==> config.mk <==
export PLATFORM = sky130hd
export DESIGN_NAME = error_injector_flat
export DESIGN_NICKNAME = d
export VERILOG_FILES = /design/src/rtl/error_injector_pkg.sv /design/src/rtl/error_injector_if.sv /design/src/rtl/error_injector_lfsr16.sv /design/src/rtl/error_injector.sv /design/src/flat_wrapper.sv
export SDC_FILE = /design/constraint.sdc
export NUM_CORES = 1
export LEC_CHECK = 0
export CAP_MARGIN = 20
export CORE_MARGIN = 2
export CORE_UTILIZATION = 54
export CTS_BUF_LIST = sky130_fd_sc_hd__clkbuf_16
export DETAILED_ROUTE_END_ITERATION = 10
export GPL_TIMING_DRIVEN = 0
export PLACE_DENSITY = 0.92
export SYNTH_ARGS = -nofsm -noshare
export SYNTH_HDL_FRONTEND = slang
export SYNTH_SLANG_ARGS = --single-unit
==> constraint.sdc <==
create_clock -name i_clk -period 4.9 [get_ports i_clk]
set_input_delay 0.735 -clock i_clk [delete_from_list [all_inputs] [get_ports i_clk]]
set_output_delay 0.735 -clock i_clk [all_outputs]
set_load 0.005 [all_outputs]
==> src/rtl/error_injector_pkg.sv <==
// error_inj_pkg: shared constants for the payload error injector.
// Mode encodings, LFSR taps/seed and frame geometry used by framer and checker.
package error_inj_pkg;

    typedef enum logic [1:0] {
        MODE_PASS  = 2'd0,
        MODE_BYTE  = 2'd1,
        MODE_BIT   = 2'd2,
        MODE_BURST = 2'd3
    } mode_e;

    typedef enum logic {
        ST_IDLE  = 1'b0,
        ST_BURST = 1'b1
    } inj_st_e;

    // Galois taps for x^16+x^14+x^13+x^11+1 (right-shifting form)
    localparam logic [15:0] LFSR_TAPS     = 16'hB400;
    localparam logic [15:0] LFSR_SEED_DEF = 16'hACE1;

    // 4-row frame geometry
    localparam int FAS_COLS_DEF = 16;
    localparam int CRC_ROW_DEF  = 3;
    localparam int CRC_COL_DEF  = 1040;

endpackage

==> src/rtl/error_injector_if.sv <==
// error_injector_if: byte-lane frame stream (position, byte, qualifier, FAS).
// master drives the stream, slave receives it.
interface error_injector_if #(
    parameter int DATA_W = 8,
    parameter int ROW_W  = 2,
    parameter int COL_W  = 11
);

    logic [ROW_W-1:0]  row_cnt;
    logic [COL_W-1:0]  col_cnt;
    logic [DATA_W-1:0] data;
    logic              valid;
    logic              fas;

    modport master (
        output row_cnt,
        output col_cnt,
        output data,
        output valid,
        output fas
    );

    modport slave (
        input row_cnt,
        input col_cnt,
        input data,
        input valid,
        input fas
    );

endinterface

==> src/rtl/error_injector_lfsr16.sv <==
// lfsr16: 16-bit Galois LFSR advanced by i_en, reset to SEED.
// Ports: i_clk, i_rst (async, high), i_en (advance), o_lfsr (state).
module lfsr16
    import error_inj_pkg::*;
#(
    parameter logic [15:0] SEED = LFSR_SEED_DEF
) (
    input  logic        i_clk,
    input  logic        i_rst,
    input  logic        i_en,
    output logic [15:0] o_lfsr
);

    always_ff @(posedge i_clk or posedge i_rst) begin
        if (i_rst) begin
            o_lfsr <= SEED;
        end else if (i_en) begin
            o_lfsr <= {1'b0, o_lfsr[15:1]}
                    ^ (o_lfsr[0] ? LFSR_TAPS : 16'h0000);
        end
    end

endmodule

==> src/rtl/error_injector.sv <==
// error_injector: corrupts payload bytes of the 4-row frame (byte/bit/burst).
// Ports: i_clk, i_rst; s_in (framer payload in), m_out (to serialiser);
//   i_corrupt_en, i_mode, i_rate_thresh, i_burst_len, i_cnt_clr controls;
//   o_err_cnt (saturating corrupted-byte count), o_burst_active.
module error_injector
    import error_inj_pkg::*;
#(
    parameter int          DATA_W    = 8,
    parameter int          ROW_W     = 2,
    parameter int          COL_W     = 11,
    parameter int          FAS_COLS  = FAS_COLS_DEF,
    parameter int          CRC_ROW   = CRC_ROW_DEF,
    parameter int          CRC_COL   = CRC_COL_DEF,
    parameter logic [15:0] LFSR_SEED = LFSR_SEED_DEF,
    parameter int          CNT_W     = 16
) (
    input  logic             i_clk,
    input  logic             i_rst,
    error_injector_if.slave  s_in,
    error_injector_if.master m_out,
    input  logic             i_corrupt_en,
    input  logic [1:0]       i_mode,
    input  logic [7:0]       i_rate_thresh,
    input  logic [7:0]       i_burst_len,
    input  logic             i_cnt_clr,
    output logic [CNT_W-1:0] o_err_cnt,
    output logic             o_burst_active
);

    localparam int SEL_W = $clog2(DATA_W);

    logic [15:0]       lfsr;
    mode_e             mode;
    inj_st_e           state;
    logic [7:0]        left;
    logic [7:0]        blen;
    logic              prot;
    logic              elig;
    logic              trig;
    logic              burst_go;
    logic [DATA_W-1:0] byte_mask;
    logic [DATA_W-1:0] bit_mask;
    logic [DATA_W-1:0] mask;

    // Pattern source; steps once per valid byte so the
    // receiver checker can reproduce the same sequence.
    lfsr16 #(
        .SEED (LFSR_SEED)
    ) u_lfsr (
        .i_clk  (i_clk),
        .i_rst  (i_rst),
        .i_en   (s_in.valid),
        .o_lfsr (lfsr)
    );

    assign mode = mode_e'(i_mode);
    assign blen = (i_burst_len == 8'd0) ? 8'd1 : i_burst_len;

    assign prot =
        ((s_in.row_cnt == '0)
         && (s_in.col_cnt < COL_W'(FAS_COLS)))
        || ((s_in.row_cnt == ROW_W'(CRC_ROW))
         && (s_in.col_cnt == COL_W'(CRC_COL)));

    assign elig = s_in.valid && !prot && i_corrupt_en
                  && (mode != MODE_PASS);
    assign trig = elig && (lfsr[7:0] < i_rate_thresh);

    // Burst continues only while still enabled in burst mode;
    // otherwise the byte is treated as if idle.
    assign burst_go = (state == ST_BURST) && i_corrupt_en
                      && (mode == MODE_BURST);

    assign bit_mask = DATA_W'(1) << lfsr[SEL_W+7:8];

    always_comb begin
        byte_mask = DATA_W'(lfsr[15:8]);
        // A zero mask would let a triggered byte through intact
        if (byte_mask == '0) begin
            byte_mask = DATA_W'(1);
        end
    end

    always_comb begin
        mask = '0;
        if (burst_go) begin
            if (elig) begin
                mask = byte_mask;
            end
        end else if (trig) begin
            unique case (mode)
                MODE_BIT:   mask = bit_mask;
                MODE_BYTE:  mask = byte_mask;
                MODE_BURST: mask = byte_mask;
                default:    mask = '0;
            endcase
        end
    end

    always_ff @(posedge i_clk or posedge i_rst) begin
        if (i_rst) begin
            state <= ST_IDLE;
            left  <= '0;
        end else if (burst_go) begin
            if (elig) begin
                left <= left - 8'd1;
                if (left == 8'd1) begin
                    state <= ST_IDLE;
                end
            end
        end else if (trig && (mode == MODE_BURST)
                     && (blen != 8'd1)) begin
            state <= ST_BURST;
            left  <= blen - 8'd1;
        end else begin
            state <= ST_IDLE;
            left  <= '0;
        end
    end

    assign o_burst_active = (state == ST_BURST);

    always_ff @(posedge i_clk or posedge i_rst) begin
        if (i_rst) begin
            m_out.row_cnt <= '0;
            m_out.col_cnt <= '0;
            m_out.data    <= '0;
            m_out.valid   <= 1'b0;
            m_out.fas     <= 1'b0;
            o_err_cnt     <= '0;
        end else begin
            m_out.row_cnt <= s_in.row_cnt;
            m_out.col_cnt <= s_in.col_cnt;
            m_out.data    <= s_in.data ^ mask;
            m_out.valid   <= s_in.valid;
            m_out.fas     <= s_in.fas & s_in.valid;
            if (i_cnt_clr) begin
                o_err_cnt <= '0;
            end else if ((mask != '0) && (o_err_cnt != '1)) begin
                o_err_cnt <= o_err_cnt + CNT_W'(1);
            end
        end
    end

endmodule

==> src/flat_wrapper.sv <==
// flat-port wrapper written by rule: the top's interface ports become plain ports
module error_injector_flat import error_inj_pkg::*;
#(
    parameter int          DATA_W    = 8,
    parameter int          ROW_W     = 2,
    parameter int          COL_W     = 11,
    parameter int          FAS_COLS  = FAS_COLS_DEF,
    parameter int          CRC_ROW   = CRC_ROW_DEF,
    parameter int          CRC_COL   = CRC_COL_DEF,
    parameter logic [15:0] LFSR_SEED = LFSR_SEED_DEF,
    parameter int          CNT_W     = 16
)
  (i_clk, i_rst, i_corrupt_en, i_mode, i_rate_thresh, i_burst_len, i_cnt_clr, o_err_cnt, o_burst_active, s_in_row_cnt, s_in_col_cnt, s_in_data, s_in_valid, s_in_fas, m_out_row_cnt, m_out_col_cnt, m_out_data, m_out_valid, m_out_fas);
  error_injector_if #(.DATA_W(DATA_W), .ROW_W(ROW_W), .COL_W(COL_W)) s_in_i ();
  error_injector_if #(.DATA_W(DATA_W), .ROW_W(ROW_W), .COL_W(COL_W)) m_out_i ();
  input  logic i_clk;
  input  logic i_rst;
  input  logic i_corrupt_en;
  input  logic [1:0] i_mode;
  input  logic [7:0] i_rate_thresh;
  input  logic [7:0] i_burst_len;
  input  logic i_cnt_clr;
  output logic [CNT_W-1:0] o_err_cnt;
  output logic o_burst_active;
  input wire logic [$bits(s_in_i.row_cnt)-1:0] s_in_row_cnt;
  input wire logic [$bits(s_in_i.col_cnt)-1:0] s_in_col_cnt;
  input wire logic [$bits(s_in_i.data)-1:0] s_in_data;
  input wire logic [$bits(s_in_i.valid)-1:0] s_in_valid;
  input wire logic [$bits(s_in_i.fas)-1:0] s_in_fas;
  output wire logic [$bits(m_out_i.row_cnt)-1:0] m_out_row_cnt;
  output wire logic [$bits(m_out_i.col_cnt)-1:0] m_out_col_cnt;
  output wire logic [$bits(m_out_i.data)-1:0] m_out_data;
  output wire logic [$bits(m_out_i.valid)-1:0] m_out_valid;
  output wire logic [$bits(m_out_i.fas)-1:0] m_out_fas;
  assign s_in_i.row_cnt = s_in_row_cnt;
  assign s_in_i.col_cnt = s_in_col_cnt;
  assign s_in_i.data = s_in_data;
  assign s_in_i.valid = s_in_valid;
  assign s_in_i.fas = s_in_fas;
  assign m_out_row_cnt = m_out_i.row_cnt;
  assign m_out_col_cnt = m_out_i.col_cnt;
  assign m_out_data = m_out_i.data;
  assign m_out_valid = m_out_i.valid;
  assign m_out_fas = m_out_i.fas;
  error_injector #(.DATA_W(DATA_W), .ROW_W(ROW_W), .COL_W(COL_W), .FAS_COLS(FAS_COLS), .CRC_ROW(CRC_ROW), .CRC_COL(CRC_COL), .LFSR_SEED(LFSR_SEED), .CNT_W(CNT_W)) u_core (.i_clk(i_clk), .i_rst(i_rst), .s_in(s_in_i), .m_out(m_out_i), .i_corrupt_en(i_corrupt_en), .i_mode(i_mode), .i_rate_thresh(i_rate_thresh), .i_burst_len(i_burst_len), .i_cnt_clr(i_cnt_clr), .o_err_cnt(o_err_cnt), .o_burst_active(o_burst_active));
endmodule
-- Yosys cells after proc, flatten, opt, wreduce, memory -nomap -nowiden
Index checks and enable logic that the tools add are counted.
- $add $sub $neg: 3
- $mul: 0
- div/mod/pow operators: 0
- $lt $le $gt $ge: 2
- equal/unequal tests: 10
- shift operators: 1
- multiplexer cells: 16
- bitwise gates (word level): 3
- reduce and logical (&&, ||, !) cells: 21
- operators by type and width (cell ; number):
    $mux W8 ; 8
    $mux W16 ; 3
    $add A16 B1 Y16 const B ; 1
    $logic_not A8 Y1 ; 2
    $ne A16 B16 Y1 const B ; 1
    $pmux W8 S2 ; 1
    $sub A8 B1 Y8 const B ; 2
    $xor A15 B16 Y16 ; 1
    $eq A11 B11 Y1 const B ; 1
    $logic_and A1 B1 Y1 ; 11
    $lt A11 B5 Y1 const B ; 1
    $eq A8 B1 Y1 const B ; 1
    $lt A8 B8 Y1 ; 1
    $ne A8 B1 Y1 const B ; 1
    $reduce_bool A8 Y1 ; 1
    $shl A1 B3 Y8 const A ; 1
    $xor A8 B8 Y8 ; 1
    $eq A2 B2 Y1 const B ; 3
    $mux W1 ; 4
    $reduce_bool A2 Y1 ; 2
    $eq A2 B1 Y1 const B ; 1
    $logic_not A2 Y1 ; 1
    $ne A2 B1 Y1 const B ; 1
    $ne A2 B2 Y1 const B ; 1
    5 further kinds ; 5
- register bits: 64
- bits in latches: 0
- RAM bits: 0
- bits in read-only memories: 0
- bits of input ports: 45
- output and inout port bits: 40
- word-level logic and storage cells: 65
- memories: 0

-- Logic depth before layout (Yosys ltp)
- depth in word-level cells: 14
- depth in mapped cells: 10
- gate-level depth less buffers: 10

-- Cells and area by module
A second synthesis with hierarchy kept.
- cells, all modules: 317
- area, all modules: 3323.2 µm²
- modules (own cells, without submodules) (module ; instances ; cells each ; area each (µm²) ; sequential area each (µm²)):
    error_injector ; 1 ; 276 ; 2663.8 ; 1201.2
    lfsr16 ; 1 ; 41 ; 659.4 ; 410.4

-- Worst setup path before layout
Ideal clock, no wire load.
- path type: in2reg
- start point: input port i_rate_thresh[2]
- end point: register u_core.o_err_cnt[8]
- library setup time: 125 ps
- data arrival time: 2604 ps
- required time: 4775 ps
- slack: 2171 ps
- cell stages on the path: 9
- buffers on the path: 1
- cell sequence: inv_1 > ha_1 > a211oi_2 > o21ai_2 > a211oi_4 > a21oi_4 > buf_6 > nor4_4 > mux2_4
- longest elaborated chain between the ends: 7
- RTL lines (element ; RTL line ; RTL):
    start: declaration ; flat_wrapper.sv:20 ; input logic [7:0] i_rate_thresh;
    $lt A8 B8 Y1 ; error_injector.sv:67 ; assign trig = elig && (lfsr[7:0] < i_rate_thresh);
    $logic_and A1 B1 Y1 ; error_injector.sv:67 ;
    $mux W8 ; error_injector.sv:90 ; end else if (trig) begin
    $mux W8 ; error_injector.sv:86 ; if (burst_go) begin
    $reduce_bool A8 Y1 ; error_injector.sv:139 ; end else if ((mask != '0) && (o_err_cnt != '1)) begin
    $logic_and A1 B1 Y1 ; error_injector.sv:139 ;
    $reduce_bool A2 Y1 (no source line) ; - ;
    end signal: assignment ; error_injector.sv:140 ; o_err_cnt <= o_err_cnt + CNT_W'(1);
    end: declaration ; error_injector.sv:26 ; output logic [CNT_W-1:0] o_err_cnt,
Every way passes these cells.
A chain may end at the register's enable or synchronous reset.

-- Final worst setup path
- start point: input port i_rate_thresh[2]
- end point: register u_core.o_err_cnt[9]
The elaborated chain is that of the path after synthesis.

==> impl_metrics.csv <==
group,metric,value,unit
floorplan,row_count,29,
finish,area_growth,34.3,%
clocking,cts-resized-gates,0,
global_routing,grt_max_degree,35,
route,ant_nets,0,
global_routing,gr-total-overflow,0,
finish,final_cell_mix,"clkdlybuf4s50_1, dfrtp_1, nor2_1, nand2_1, inv_1",
yosys,synthFlopType,"dfrtp_1",
global_routing,grt_usage,25.7,%
timing,rsz0062_at_grt,"no",
clocking,clk_pin_slew,60,ps
worst_setup_path,max_stage_delay,460,ps
route,wl_met1,3.62,mm
yosys,synthCells,335,
worst_setup_path,path_cells,"clkdlybuf4s50_1, inv_1, ha_1, a211oi_2, o21ai_2, a211oi_4, a21oi_4, buf_6, nor4_4, mux2_4",
clocking,cts_sinks,64,
yosys,synth-seq-cells,64,
floorplan,dieArea,7210,µm²
timing,slew_viol_final,0,
finish,drive_gt1_share,14.9,%
finish,postLayoutCellArea,4750,µm²
route,drt_pass1_iterations,5,
floorplan,io_pins,85,
timing,hold_viol,0,
timing,maxSlewHeadroom,57.0,%
timing,max_freq,0.324,GHz
route,wl_met3,615,µm
finish,final_common_cell,"clkdlybuf4s50_1",
placement,place_hpwl,6.22,mm
worst_setup_path,crit_path_end_kind,"flip-flop",
timing,fin_skew,4.40,ps
worst_setup_path,start_kind,"input pin",
placement,placed_cell_area,4480,µm²
finish,nets,487,
global_routing,grt_pass1_wl,14.7,mm
finish,diodes,0,
placement,place_congestion,0.899,
clocking,clock_latency,330,ps
clocking,ctsRootBufferMaster,"clkbuf_16",
min_path,worst_hold_path_type,"reg -> reg",
clocking,numCtsBuffers,9,
worst_setup_path,worstPathRequired,5110,ps
power,irDropWorstVdd,0.318,mV
route,via_per_inst,6.02,
worst_setup_path,crit_type,"in -> reg",
floorplan,die_h,84.9,µm
route,drt_first_iter_violations,212,
clocking,cts_tree,"done",
placement,buffer_ports.inserted,83,
floorplan,die_x,84.9,µm
timing,period_needed,3090,ps
route,highest_layer,"met4",
yosys,synth-seq-area-share,45.6,%
yosys,netlist_area,3540,µm²
floorplan,coreArea,6350,µm²
floorplan,initial_core_util,55.7,%
clocking,cts_setup_buffers,0,
route,drc,0,
global_routing,antenna_found_initial,0,
worst_setup_path,cp_max_fo,10,
route,post_drt_wl_per_cell,17.1,µm
route,wl,8.76,mm
power,leakage,0.00197,µW
route,vias,3083,
clocking,htreeDepth,3,
yosys,synth_edf_count,0,
flow_run,maxCapViolations,0,
yosys,yosys_warnings,0,
run_status,status,"finished, final reports clean",
route,wl_met2,4.32,mm
timing,setup-tns-final,0,ps
power,cellPowerDensity,371,nW/µm²
timing,tightest_slew,640,ps
clocking,holdBufCountCts,0,
timing,setup_violations,0,
worst_setup_path,cp_slowest_cell,"clkdlybuf4s50_1",
global_routing,grt_pass1_vias,2949,
clocking,clockBufferDepth,2,
timing,timing.final.crit_share,63.0,%
yosys,synth.avg_cell_area,10.6,µm²
yosys,async_reset_ff_share,100,%
worst_setup_path,cp.arrival,3300,ps
yosys,syn-num-nets,392,
yosys,yosysUniqueCellTypes,71,
## cells in the mapped netlist (6+ instances only)
| cell type | count | area (µm²) |
|---|---|---|
| a21oi_1 | 16 | 80.1 |
| and3_1 | 6 | 37.5 |
| clkbuf_1 | 6 | 22.5 |
| dfrtp_1 | 56 | 1400 |
| dfstp_2 | 8 | 210 |
| ha_1 | 12 | 150 |
| inv_1 | 18 | 67.6 |
| mux2_2 | 14 | 158 |
| nand2_1 | 19 | 71.3 |
| nand3_1 | 10 | 50.1 |
| nand4_1 | 7 | 43.8 |
| nor2_1 | 27 | 101 |
| nor2b_1 | 9 | 56.3 |
| nor3_1 | 6 | 30.0 |
| o21ai_0 | 11 | 55.1 |
| or4_1 | 9 | 67.6 |
| xnor2_1 | 9 | 78.8 |
| xor2_1 | 6 | 52.6 |
## through the flow
step / utilization (%) / cells / total power (µW) / hold WS, ps / setup WS, ps
after global routing: 74.8 / 512 / 1840 / 557 / 1690
final: 74.8 / 512 / 1760 / 529 / 1810
after CTS: 74.8 / 512 / 1760 / 529 / 1780
after global placement: 70.3 / 495 / 1160 / 503 / 1530
after floorplan: - / 335 / 1020 / 488 / 2170
after detailed placement: 70.6 / 496 / 1180 / 517 / 1460
## worst max-delay path: cells and delay by family
| family | cells | cell delay, ps |
|---|---|---|
| compound gates | 4 | 960 |
| buf+inv | 3 | 680 |
| mux | 1 | 320 |
| simple gates | 1 | 290 |
| fa+ha+maj | 1 | 310 |
## routing by layer
| layer | vias up | global-route usage [%] |
|---|---|---|
| met5 | - | 0 |
| met4 | 0 | 8.37 |
| met3 | 27 | 5.84 |
| met2 | 156 | 43.2 |
| met1 | 1479 | 33.1 |
| li1 | 1421 | - |
## cells by family after synthesis
| kind of cell | count (synthesis) | share of synthesized area [%] |
|---|---|---|
| AO/OA/AOI/OAI | 75 | 16.1 |
| XOR/XNOR | 15 | 3.71 |
| adder cells (fa/ha/maj) | 12 | 4.24 |
| buffers and inverters | 33 | 4.95 |
| flip-flops | 64 | 45.6 |
| multiplexers | 18 | 5.91 |
| AND/OR/NAND/NOR | 118 | 19.5 |
## final cells by class
type | count | area [µm²]
clock inverters | 7 | 40.0
multi-input cells | 238 | 1750
well taps | 77 | 96.3
inverters | 18 | 67.6
repair buffers | 84 | 851
plain buffers | 15 | 108
fillers | 420 | 1600
flip-flops and latches | 64 | 1610
clock buffers | 9 | 225
## state kept, by name, summed over array words and instances (netlist names)
name / count
u_core.m_out.valid: 1
u_core.m_out.row_cnt: 2
u_core.o_err_cnt: 16
u_core.o_burst_active: 1
u_core.m_out.fas: 1
u_core.m_out.data: 8
u_core.m_out.col_cnt: 11
u_core.left: 8
u_core.u_lfsr.o_lfsr: 16
## where the power goes
part	total, µW	internal (µW)	leakage [µW]	switching, µW
combinational	482	235	0.00105	247
clock	574	336	0.000126	238
sequential	704	634	0.000795	70.3
total	1760	1210	0.00197	555
## path summary, 6_finish.rpt
check	from	endpoint	cells after the start	slack (ps)
max	i_rate_thresh[2]	u_core.o_err_cnt[9]	10	1810
min	u_core.u_lfsr.o_lfsr[13]	u_core.u_lfsr.o_lfsr[13]	2	530
max reg2reg	u_core.u_lfsr.o_lfsr[2]	u_core.o_err_cnt[9]	8	2320
min reg2reg	u_core.u_lfsr.o_lfsr[13]	u_core.u_lfsr.o_lfsr[13]	2	530
max in group asynchronous	i_rst	u_core.left[5]	3	3490
min in group asynchronous	i_rst	u_core.m_out.col_cnt[10]	2	810
Note: power is estimated with default switching activity, not from simulation.
